[src/rtl/uart_rx_os.sv]
// UART receive engine: oversampled serial input, 3-sample majority per bit, 5..8 data bits, optional parity.
// Latency: rx_valid rises 1 clk after the stop-bit vote tick (MID+1 ticks into the stop bit).
// Backpressure: a finished word is held until rx_valid&&rx_ready; a frame completing while held is dropped with overrun_err.
module uart_rx_os #(
   parameter int OSR         = 16,
   parameter int SYNC_STAGES = 2
) (
   input  logic       clk,
   input  logic       reset,
   input  logic       sample_en,
   input  logic       rxd,
   input  logic [1:0] wls,
   input  logic       pen,
   input  logic       eps,
   input  logic       sp,
   output logic [7:0] rx_data,
   output logic       rx_valid,
   input  logic       rx_ready,
   output logic       parity_err,
   output logic       framing_err,
   output logic       break_det,
   output logic       overrun_err,
   output logic       busy
);

   localparam int CW = $clog2(OSR);
   localparam logic [CW-1:0] C_MIDM1 = CW'(OSR/2 - 1);
   localparam logic [CW-1:0] C_MID   = CW'(OSR/2);
   localparam logic [CW-1:0] C_MIDP1 = CW'(OSR/2 + 1);
   localparam logic [CW-1:0] C_LAST  = CW'(OSR - 1);

   typedef enum logic [2:0] {S_IDLE, S_START, S_DATA, S_PARITY, S_STOP} state_t;

   state_t                 state, state_n;
   logic [SYNC_STAGES-1:0] sync_q;
   logic                   rxd_s;
   logic                   prev_s;
   logic [CW-1:0]          cnt, cnt_n;
   logic [2:0]             idx, idx_n;
   logic [7:0]             shift, shift_n;
   logic                   smp0, smp0_n, smp1, smp1_n;
   logic                   any_one, any_one_n;
   logic                   par_bit, par_bit_n;
   logic [1:0]             wls_q, wls_n;
   logic                   pen_q, pen_n, eps_q, eps_n, sp_q, sp_n;
   logic                   vote, vote_tick;
   logic [2:0]             last_idx;
   logic                   done, stop_vote;
   logic                   exp_par, par_err_c, brk_c;

   assign rxd_s     = sync_q[SYNC_STAGES-1];
   assign vote      = (smp0 & smp1) | (smp0 & rxd_s) | (smp1 & rxd_s);
   assign vote_tick = sample_en && (cnt == C_MIDP1);
   assign last_idx  = 3'd4 + {1'b0, wls_q};
   assign busy      = (state != S_IDLE);

   // Unused MSBs of shift stay zero, so the reduction covers exactly nbits.
   assign exp_par   = sp_q ? ~eps_q : (eps_q ? ^shift : ~^shift);
   assign par_err_c = pen_q && (par_bit != exp_par);
   assign brk_c     = !any_one && !stop_vote;

   // Bring the asynchronous line into the clk domain; idle level is high.
   always_ff @(posedge clk) begin
      if (reset) sync_q <= '1;
      else       sync_q <= {sync_q[SYNC_STAGES-2:0], rxd};
   end

   // Frame sequencing: every step is gated by the oversample tick.
   always_comb begin
      state_n   = state;
      cnt_n     = cnt;
      idx_n     = idx;
      shift_n   = shift;
      smp0_n    = smp0;
      smp1_n    = smp1;
      any_one_n = any_one;
      par_bit_n = par_bit;
      wls_n     = wls_q;
      pen_n     = pen_q;
      eps_n     = eps_q;
      sp_n      = sp_q;
      done      = 1'b0;
      stop_vote = 1'b1;
      if (sample_en) begin
         if (cnt == C_MIDM1) smp0_n = rxd_s;
         if (cnt == C_MID)   smp1_n = rxd_s;
         cnt_n = (cnt == C_LAST) ? '0 : cnt + 1'b1;
         case (state)
            S_IDLE: begin
               cnt_n = '0;
               // Only a true high->low transition starts a frame, so a stuck-low line never re-triggers.
               if (prev_s && !rxd_s) begin
                  state_n   = S_START;
                  idx_n     = '0;
                  shift_n   = '0;
                  any_one_n = 1'b0;
                  par_bit_n = 1'b0;
                  wls_n     = wls;
                  pen_n     = pen;
                  eps_n     = eps;
                  sp_n      = sp;
               end
            end
            S_START: begin
               if (vote_tick && vote) begin
                  state_n = S_IDLE;
                  cnt_n   = '0;
               end else if (cnt == C_LAST) begin
                  state_n = S_DATA;
                  idx_n   = '0;
               end
            end
            S_DATA: begin
               if (vote_tick) begin
                  shift_n[idx] = vote;
                  if (vote) any_one_n = 1'b1;
               end
               if (cnt == C_LAST) begin
                  if (idx == last_idx) state_n = pen_q ? S_PARITY : S_STOP;
                  else                 idx_n   = idx + 3'd1;
               end
            end
            S_PARITY: begin
               if (vote_tick) begin
                  par_bit_n = vote;
                  if (vote) any_one_n = 1'b1;
               end
               if (cnt == C_LAST) state_n = S_STOP;
            end
            S_STOP: begin
               // Finish at mid stop bit, leaving half a bit of slack before the next start edge.
               if (vote_tick) begin
                  done      = 1'b1;
                  stop_vote = vote;
                  state_n   = S_IDLE;
                  cnt_n     = '0;
               end
            end
            default: begin
               state_n = S_IDLE;
               cnt_n   = '0;
            end
         endcase
      end
   end

   // Frame state registers.
   always_ff @(posedge clk) begin
      if (reset) begin
         state   <= S_IDLE;
         cnt     <= '0;
         idx     <= '0;
         shift   <= '0;
         smp0    <= 1'b1;
         smp1    <= 1'b1;
         any_one <= 1'b0;
         par_bit <= 1'b0;
         prev_s  <= 1'b1;
         wls_q   <= '0;
         pen_q   <= 1'b0;
         eps_q   <= 1'b0;
         sp_q    <= 1'b0;
      end else begin
         state   <= state_n;
         cnt     <= cnt_n;
         idx     <= idx_n;
         shift   <= shift_n;
         smp0    <= smp0_n;
         smp1    <= smp1_n;
         any_one <= any_one_n;
         par_bit <= par_bit_n;
         wls_q   <= wls_n;
         pen_q   <= pen_n;
         eps_q   <= eps_n;
         sp_q    <= sp_n;
         if (sample_en) prev_s <= rxd_s;
      end
   end

   // Output holding register: load on completion if free or being drained, otherwise flag overrun.
   always_ff @(posedge clk) begin
      if (reset) begin
         rx_data     <= '0;
         rx_valid    <= 1'b0;
         parity_err  <= 1'b0;
         framing_err <= 1'b0;
         break_det   <= 1'b0;
         overrun_err <= 1'b0;
      end else begin
         overrun_err <= 1'b0;
         if (done) begin
            if (!rx_valid || rx_ready) begin
               rx_data     <= shift;
               parity_err  <= par_err_c;
               framing_err <= !stop_vote;
               break_det   <= brk_c;
               rx_valid    <= 1'b1;
            end else begin
               overrun_err <= 1'b1;
            end
         end else if (rx_valid && rx_ready) begin
            rx_valid <= 1'b0;
         end
      end
   end

endmodule

[config.mk]
export PLATFORM = sky130hd
export DESIGN_NAME = uart_rx_os
export DESIGN_NICKNAME = d
export VERILOG_FILES = /design/src/rtl/uart_rx_os.sv
export SDC_FILE = /design/constraint.sdc
export NUM_CORES = 1
export LEC_CHECK = 0
export BUFFER_PORTS_ARGS = -buffer_cell sky130_fd_sc_hd__buf_2
export CAP_MARGIN = 10
export CORE_ASPECT_RATIO = 1.25
export CORE_MARGIN = 10
export CORE_UTILIZATION = 40
export DETAILED_ROUTE_END_ITERATION = 8
export GPL_TIMING_DRIVEN = 0
export PLACE_DENSITY = 0.6
export SYNTH_ARGS = -nofsm -noshare
export SYNTH_HDL_FRONTEND = slang
export SYNTH_SLANG_ARGS = --single-unit
[constraint.sdc]
create_clock -name clk -period 3.91 [get_ports clk]
set_input_delay 0.782 -clock clk [delete_from_list [all_inputs] [get_ports clk]]
set_output_delay 0.782 -clock clk [all_outputs]
set_load 0.05 [all_outputs]
==> results.sh, run 1 <==
export IMPL_synthDistinctLibCells=51
export IMPL_place_congestion=0.820
export IMPL_clkTransAtPathRegs_ns=0.08
export IMPL_numClockSinks=43
export IMPL_ant_nets=0
export IMPL_cts_root_buf="clkbuf_8"
export IMPL_drive_gt1_share_pct=21.0
export IMPL_rr_worst_depth=6
export IMPL_final_hold_viol_count=0
export IMPL_postCtsHoldBufs=0
export IMPL_ir_worst_vdd_mv=0.175
export IMPL_cts_tree="done"
export IMPL_via_per_inst=5.22
export IMPL_num_vias=1801
export IMPL_ys_flop_type="dfxtp_1"
export IMPL_antenna_cells=0
export IMPL_ys_seq_area_share_pct=38.8
export IMPL_cts_buffers_inserted=5
export IMPL_yosysMostFrequentCell="dfxtp_1"
export IMPL_required_ns=3.13
export IMPL_worst_slew_pin_slew_ns=0.575
export IMPL_clock_path_buffers=2
export IMPL_power_density_mw_per_mm2=318
export IMPL_fmax_ghz=0.463
export IMPL_grt_overflow=0
export IMPL_cts_resized=0
export IMPL_fin_nets=295
export IMPL_postLayoutCoreUtil_pct=46.2
export IMPL_synth_async_sr_flop_share_pct=0
export IMPL_finalSetupViolCount=0
export IMPL_die_h_um=103
export IMPL_dp_hpwl_um=3700
export IMPL_route_detailed_drc=0
export IMPL_avgRoutedWirePerCell_um=14.3
export IMPL_first_iter_violations=71
export IMPL_drv_cap=0
export IMPL_post_synth_top_area_cell="dfxtp_1"
export IMPL_wirelength_um=4930
export IMPL_crit_fanout=8
export IMPL_grt_util_all_layers_pct=11.5
export IMPL_ys_seq_elements=43
export IMPL_netlist_area_mm2=0.00222
export IMPL_grt_pass1_wl_um=8420
export IMPL_grt_pass1_vias=1834
export IMPL_syn_to_final_growth_pct=12.5
export IMPL_synth_edf_count=0
export IMPL_port_buffers=22
export IMPL_hp_class="flop to flop"
export IMPL_grt_setup_unrepaired="no"
export IMPL_finalClockSkew_ns=0.00543
export IMPL_start_util_pct=41.0
export IMPL_r2r_start="cnt[0]"
export IMPL_total_power_mw=0.794
export IMPL_synth_top_cell_area_share_pct=38.8
export IMPL_syn_area_per_cell_um2=8.80
export IMPL_start_kind="flop"
export IMPL_fin_worst_hold_slack_ns=0.413
export IMPL_setup_tns_ns=0
export IMPL_post_cts_buffers=0
export IMPL_slew_violations=0
export IMPL_dieWidth_um=86.6
export IMPL_slew_headroom_pct=61.6
export IMPL_ys_top_cells_by_area="dfxtp_1 (39%), mux2i_1 (6.3%), a21oi_1 (5.9%), nor2_1 (5.6%), xnor2_1 (3.9%)"
export IMPL_setup_worst_path_end_class="primary output"
export IMPL_first_pass_iters=4
export IMPL_syn_num_nets=266
export IMPL_crit_arrival_ns=1.38
export IMPL_synthCells=252
export IMPL_core_area_mm2=0.00541
export IMPL_h_tree_depth=2
export IMPL_status="complete, no violations"
export IMPL_finalCriticalPeriod_ns=2.16
export IMPL_design_die_area_mm2=0.00894
export IMPL_p_leak_nw=0.966
export IMPL_crit_end="busy"
export IMPL_io_pins=24
export IMPL_regToRegSetupSlack_ns=1.97
export IMPL_row_count=30
export IMPL_yosys_top_cells_count="dfxtp_1 (43), nor2_1 (33), a21oi_1 (26)"
export IMPL_antenna_found_initial=0
export IMPL_critPathKind="flop to primary output"
export IMPL_period_share_pct=55.3
export IMPL_clk_latency_ns=0.29
export IMPL_startpoint="state[1]"
export IMPL_ys_warn_count=0
export IMPL_regToRegEndpoint="state[2]"
export IMPL_grt_start_max_net_pins=13
## routing by layer
metal	GRT usage (%)	vias to the layer above	wire length, µm
li1	-	935	-
met3	2.90	6	177
met1	12.8	836	2190
met2	20.4	24	2490
met5	0	-	0
met4	4.62	0	73
## cell type report
type                       count  area, µm²
fill                         564       2910
multi-input combinational    182       1220
sequential                    43        861
timing repair buffer          22        110
buffer                        18        108
clock buffer                   6       82.6
tap                           64       80.1
inverter                       9       33.8
clock inverter                 1       5.00
## worst max-delay path: stages (launching register included)
cell,delay (ns)
dfxtp_1,0.39
or3_1,0.35
buf_6,0.15
buf_2,0.21
## cell families (layout without fill, tap and decap cells)
family / Yosys count / in the layout / share of synthesized area, %
xor gates and xnor gates: 10 / 10 / 3.95
muxes: 15 / 15 / 6.99
adders and majority gates: 5 / 5 / 2.71
buffers and inverters: 27 / 56 / 6.37
DFF: 43 / 43 / 38.8
and+or+nand+nor: 96 / 96 / 23.2
AOI/OAI and AO/OA: 56 / 56 / 17.9
## placed cells by master, fill, tap and decap left out, types with 2 or more instances in the layout
| master | instances |
|---|---|
| nor2_1 | 33 |
| nor3_1 | 6 |
| or2_2 | 3 |
| a21oi_1 | 26 |
| dfxtp_1 | 43 |
| a211o_1 | 3 |
| buf_6 | 4 |
| o21ai_2 | 8 |
| nor4_1 | 2 |
| mux2i_1 | 14 |
| nand2_1 | 17 |
| a32oi_1 | 2 |
| clkbuf_8 | 6 |
| and3_1 | 4 |
| ha_1 | 4 |
| nand2b_1 | 2 |
| xnor2_1 | 10 |
| buf_2 | 26 |
| nand3_1 | 9 |
| o21ai_0 | 4 |
| inv_1 | 8 |
| nor2b_1 | 3 |
| clkbuf_1 | 8 |
| a31oi_1 | 4 |
| nand4b_1 | 4 |
## how the worst min path moves through the flow
| stage | startpoint | to | cells past startpoint |
|---|---|---|---|
| after floorplan | sync_q[0] | sync_q[1] | 1 |
| after global placement | sync_q[0] | sync_q[1] | 1 |
| after detailed placement | sync_q[0] | sync_q[1] | 1 |
| after CTS | sync_q[0] | sync_q[1] | 1 |
| after global routing | sync_q[0] | sync_q[1] | 1 |
| final | sync_q[0] | sync_q[1] | 1 |
## metrics by stage
stage               worst slack, ns  area [µm²]  std cells
global placement               1.55        2410        338
global route                   1.71        2500        345
floorplan                      1.80        2220        252
finish                         1.75        2500        345
detailed placement             1.53        2410        338
CTS                            1.74        2500        345
## state kept, by name (all words and copies together) (netlist names), 2 cells and up
| signal | cells |
|---|---|
| wls_q | 2 |
| idx | 3 |
| cnt | 4 |
| sync_q | 2 |
| state | 3 |
| rx_data | 8 |
| shift | 8 |
## where the power goes
group / switching (mW) / internal (mW)
sequential: 0.00316 / 0.441
combinational: 0.0396 / 0.0230
clock: 0.148 / 0.139
Note: power is estimated with default switching activity, not from simulation.
==> inputs of run 2 (changes only) <==
--- a/config.mk
+++ b/config.mk
@@ -12,7 +12,7 @@
 export CORE_UTILIZATION = 40
 export DETAILED_ROUTE_END_ITERATION = 8
 export GPL_TIMING_DRIVEN = 0
-export PLACE_DENSITY = 0.6
+export PLACE_DENSITY = 0.62
 export SYNTH_ARGS = -nofsm -noshare
 export SYNTH_HDL_FRONTEND = slang
 export SYNTH_SLANG_ARGS = --single-unit
==> constraint.sdc (replaced) <==
create_clock -name clk -period 1.7 [get_ports clk]
set_input_delay 0.34 -clock clk [delete_from_list [all_inputs] [get_ports clk]]
set_output_delay 0.34 -clock clk [all_outputs]
set_load 0.05 [all_outputs]
==> run 2 against run 1 <==
Effect of this change:
- the run now ends with negative setup slack left
- largest power group unchanged
- combinational power grew to 2.6 times the previous value
- setup slack lost 1.9 ns
- utilization grew 5.9 points
- sequential share of layout area shrank 3.5 points
- die area is the same
- count of clock-buffer cells in the layout is the same
- clock power grew 130%
==> results.sh, run 2 (synthesis results as in run 1) <==
export IMPL_cts_buffers_inserted=5
export IMPL_final_common_cell="dfxtp_1"
export IMPL_syn_to_final_growth_pct=26.8
export IMPL_ant_nets=0
export IMPL_cts_root_buf="clkbuf_8"
export IMPL_clock_path_buffers=2
export IMPL_postLayoutCoreUtil_pct=52.1
export IMPL_grt_overflow=0
export IMPL_via_per_inst=5.24
export IMPL_num_vias=1865
export IMPL_wirelength_um=5220
export IMPL_fin_nets=306
export IMPL_layout_common_cells="dfxtp_1 (39), nor2_1 (32), a21oi_1 (23), buf_2 (22), nand2_1 (16)"
export IMPL_grt_pass1_vias=1825
export IMPL_row_count=30
export IMPL_slew_headroom_pct=58.1
export IMPL_grt_pass1_wl_um=8260
export IMPL_io_pins=24
export IMPL_postCtsHoldBufs=0
export IMPL_h_tree_depth=2
export IMPL_avgRoutedWirePerCell_um=14.7
export IMPL_design_area_mm2=0.00281
export IMPL_period_share_pct=109
export IMPL_crit_fanout=8
export IMPL_finalCriticalPeriod_ns=1.85
export IMPL_fin_ws_ns=-0.145
export IMPL_start_util_pct=41.0
export IMPL_power_density_mw_per_mm2=653
export IMPL_p_leak_nw=1.06
export IMPL_worst_slew_pin_slew_ns=0.629
export IMPL_critPathKind="flop to flop"
export IMPL_ir_worst_vdd_mv=0.440
export IMPL_finalSetupViolCount=26
export IMPL_finalClockSkew_ns=0.00624
export IMPL_drv_cap=0
export IMPL_first_iter_violations=68
export IMPL_grt_start_max_net_pins=13
export IMPL_first_pass_iters=5
export IMPL_drive_gt1_share_pct=32.5
export IMPL_numClockSinks=43
export IMPL_design_die_area_mm2=0.00894
export IMPL_place_congestion=0.836
export IMPL_crit_arrival_ns=2.01
export IMPL_hp_class="input port to flop"
export IMPL_final_hold_viol_count=0
export IMPL_grt_util_all_layers_pct=11.4
export IMPL_die_h_um=103
export IMPL_violations="negative setup slack"
export IMPL_dpl_cell_area_mm2=0.00243
export IMPL_fmax_ghz=0.542
export IMPL_reg_top3="rx_data: 8 flops, shift: 8 flops, cnt: 4 flops"
export IMPL_grt_setup_unrepaired="yes"
export IMPL_port_buffers=22
export IMPL_cts_tree="done"
export IMPL_fin_worst_hold_slack_ns=0.222
export IMPL_dieWidth_um=86.6
export IMPL_status="finished, violations left"
export IMPL_clk_latency_ns=0.29
export IMPL_clkTransAtPathRegs_ns=0.08
export IMPL_dp_hpwl_um=3730
export IMPL_antenna_found_initial=0
export IMPL_required_ns=1.86
export IMPL_core_area_mm2=0.00541
export IMPL_setup_tns_ns=-1.55
export IMPL_start_kind="flop"
export IMPL_slew_violations=0
export IMPL_antenna_cells=0
export IMPL_setup_worst_path_end_class="flop"
export IMPL_route_detailed_drc=0
-- run 2: final timing paths --
kind	startpoint	endpoint	slack, ns	depth (start not counted)
max	cnt[1]	shift[4]	-0.15	8
min	rxd	sync_q[0]	0.22	2
max reg2reg	cnt[1]	shift[4]	-0.15	8
min reg2reg	sync_q[0]	sync_q[1]	0.42	1
-- run 2: critical path, stage by stage, from the launching register on --
cell	delay [ns]
dfxtp_4	0.37
inv_4	0.06
ha_4	0.12
and4b_1	0.21
buf_6	0.13
nor2_1	0.05
or4_4	0.53
o21ai_2	0.18
a21oi_2	0.06
-- run 2: cell type report --
type	instances	area, µm²
fillers	514	2590
well taps	64	80.1
clock buffers	6	82.6
inverters	9	36.3
multi-input cells	182	1380
clock inverters	1	5.00
flip-flops and latches	43	871
plain buffers	17	116
repair buffers	34	244
-- run 2: repair_timing --
action,in CTS,in global routing
resized for setup,13,30
cloned,0,1
hold endpoints to repair,0,0
setup endpoints to repair,27,34
buffers inserted,3,8
pin swaps,3,15
-- run 2: power by group --
group          internal, mW  total, mW  switching, mW  leakage [nW]
registers              1.01       1.02        0.00971         0.350
logic                0.0629      0.160         0.0968         0.667
clock network         0.319      0.653          0.335        0.0470
total                  1.40       1.84          0.441          1.06
-- run 2: metal layers --
metal	global-route usage [%]	wire length, µm	vias to the layer above
met5	0	0	-
met4	4.74	66	0
met3	3.45	247	6
met2	20.6	2740	25
met1	12.0	2170	875
li1	-	-	959
-- run 2: stage by stage --
stage | power, mW | worst slack, ns | cells
global placement | 1.19 | -0.206 | 338
floorplan | 1.15 | 0.0115 | 252
detailed placement | 1.19 | -0.200 | 338
CTS | 1.85 | -0.0851 | 347
global route | 1.92 | -0.189 | 356
finish | 1.84 | -0.145 | 356
==> inputs of run 3 (changes only) <==
--- a/config.mk
+++ b/config.mk
@@ -8,7 +8,6 @@
 export BUFFER_PORTS_ARGS = -buffer_cell sky130_fd_sc_hd__buf_2
 export CAP_MARGIN = 10
 export CORE_ASPECT_RATIO = 1.25
-export CORE_MARGIN = 10
 export CORE_UTILIZATION = 40
 export DETAILED_ROUTE_END_ITERATION = 8
 export GPL_TIMING_DRIVEN = 0
==> run 3 against run 2 <==
Effect of this change:
- final cell count decreased by 0.84%
- count of clock-buffer cells in the layout decreased by 1
- global-route usage rose by 6.7 points
- highest routed layer unchanged
- utilization increased by 1.2 points
- flip-flop and latch count is the same
- clock skew grew 0.0065 ns
- clock power rose by 3%
- sequential share of layout area rose by 0.56 points
- sequential power barely moved
- maximum frequency is 1.1% higher
- die area is 35% lower
- the flow still finishes with violations (negative setup slack)
==> results.sh, run 3 (synthesis results as in run 1) <==
export IMPL_status="finished, violations left"
export IMPL_violations="negative setup slack"
export IMPL_wl_met2_um=2510
export IMPL_cp_num_buf_inv=2
export IMPL_first_iter_violations=70
export IMPL_antenna_cells=0
export IMPL_avgRoutedWirePerCell_um=14.1
export IMPL_crit_arrival_ns=1.99
export IMPL_syn_to_final_growth_pct=24.6
export IMPL_grt_overflow=0
export IMPL_r2r_start="cnt[1]"
export IMPL_via_per_inst=5.34
export IMPL_design_die_area_mm2=0.00585
export IMPL_h_tree_depth=2
export IMPL_cp_top_family="simple AND/OR/NAND/NOR gates"
export IMPL_finalSetupViolCount=22
export IMPL_dp_hpwl_um=3470
export IMPL_num_vias=1885
export IMPL_period_share_pct=107
export IMPL_cts_tree="done"
export IMPL_numClockSinks=43
export IMPL_ant_nets=0
export IMPL_seq_power_share_pct=55.3
export IMPL_cp_slowest_cell="or4_4"
export IMPL_antenna_found_initial=0
export IMPL_grt_pass1_vias=1790
export IMPL_io_pins=24
export IMPL_postLayoutCoreUtil_pct=53.3
export IMPL_first_pass_iters=6
export IMPL_final_common_cell="dfxtp_1"
export IMPL_place_congestion=0.826
export IMPL_power_density_mw_per_mm2=669
export IMPL_dieWidth_um=68.6
export IMPL_drive_gt1_share_pct=32.3
export IMPL_port_buffers=22
export IMPL_finalCriticalPeriod_ns=1.82
export IMPL_wirelength_um=4970
export IMPL_cts_buffers_inserted=5
export IMPL_required_ns=1.86
export IMPL_critPathKind="flop to flop"
export IMPL_final_hold_viol_count=0
export IMPL_setup_worst_path_end_class="flop"
export IMPL_hp_class="input port to flop"
export IMPL_slew_headroom_pct=59.9
export IMPL_cts_root_buf="clkbuf_8"
export IMPL_route_detailed_drc=0
export IMPL_dpl_cell_area_mm2=0.00243
export IMPL_intPower_mw=1.37
export IMPL_p_leak_nw=1.06
export IMPL_grt_start_max_net_pins=16
export IMPL_start_kind="flop"
export IMPL_die_h_um=85.3
export IMPL_row_count=29
export IMPL_power_switching_mw=0.481
export IMPL_layout_common_cells="dfxtp_1 (39), nor2_1 (31), buf_2 (24), a21oi_1 (24), nand2_1 (16)"
export IMPL_sw_frac_of_total_pct=26.0
export IMPL_worst_slew_pin_slew_ns=0.601
export IMPL_startpoint="cnt[1]"
export IMPL_m1WireLength_um=2160
export IMPL_fin_ws_ns=-0.125
export IMPL_clkTransAtPathRegs_ns=0.09
export IMPL_clock_power_share_pct=36.3
export IMPL_dp_cells=336
export IMPL_ir_worst_vdd_mv=0.406
export IMPL_fillers=486
export IMPL_finalClockSkew_ns=0.0128
export IMPL_core_area_mm2=0.00519
export IMPL_grt_pass1_wl_um=7880
export IMPL_top_layer="met4"
export IMPL_total_power_mw=1.85
export IMPL_reg_top3="rx_data: 8 flops, shift: 8 flops, cnt: 4 flops"
export IMPL_seqCellArea_um2=871
export IMPL_met3_length_um=149
export IMPL_final_cells=353
export IMPL_drv_cap=0
export IMPL_start_util_pct=42.8
export IMPL_grt_setup_unrepaired="yes"
export IMPL_cp_cell_sequence="inv_4 > ha_4 > and4b_1 > buf_6 > nor2_2 > or4_4 > o21ai_2 > a21oi_1"
export IMPL_slowest_delay_ns=0.52
export IMPL_multiInputGateArea_mm2=0.00133
export IMPL_fmax_ghz=0.548
export IMPL_design_area_mm2=0.00276
export IMPL_crit_fanout=8
export IMPL_clk_latency_ns=0.30
export IMPL_clock_path_buffers=2
export IMPL_grt_util_all_layers_pct=18.1
export IMPL_setup_tns_ns=-1.30
export IMPL_p_comb_share_pct=8.4
export IMPL_slew_violations=0
export IMPL_min_from="rxd"
export IMPL_fin_nets=304
==> run 3: cell count changes in the layout (fill, tap and decap cells not counted), moves of 2 or more <==
cell	delta
buf_6	-2
clkinvlp_4	+2
xnor2_2	+2
buf_2	+2
buf_4	-3
buf_12	+3
xnor2_4	-2
==> run 3: final cells by class <==
type | count | share of cell area (%)
Buffer | 17 | 4.07
Multi-Input combinational cell | 182 | 48.2
Clock inverter | 3 | 0.860
Tap cell | 62 | 2.81
Sequential cell | 43 | 31.5
Inverter | 9 | 1.31
Timing Repair Buffer | 32 | 8.74
Clock buffer | 5 | 2.49
==> run 3: timing repair <==
item,in CTS,in global routing
pin swaps,2,12
gates cloned,1,0
hold buffers,0,0
endpoints found under the setup margin,25,36
gates resized for setup,17,19
setup buffers,4,6
endpoints found under the hold margin,0,0
==> run 3: power groups by stage <==
stage	Combinational, mW	Clock [mW]	Sequential [mW]
floorplan	0.109	0	1.05
global placement	0.144	0	1.05
detailed placement	0.145	0	1.05
CTS	0.149	0.695	1.02
global route	0.169	0.735	1.02
finish	0.155	0.672	1.02
==> run 3: through the flow <==
stage,worst slack [ns],hold slack (ns)
final,-0.125,0.214
after global routing,-0.206,0.209
after floorplan,0.0115,0.389
after detailed placement,-0.223,0.399
after global placement,-0.205,0.393
after CTS,-0.0844,0.207
==> run 3: final timing paths <==
path,slack (ns),to,cells after the start
setup / recovery,-0.12,shift[6],8
setup reg to reg,-0.12,shift[6],8
hold / removal,0.21,sync_q[0],2
hold reg to reg,0.42,sync_q[1],1
==> run 3: per-layer routing <==
metal	global-route usage, %	up-vias
met5	0	-
met4	8.52	0
met3	4.57	13
met2	30.2	36
met1	21.1	882
li1	-	954
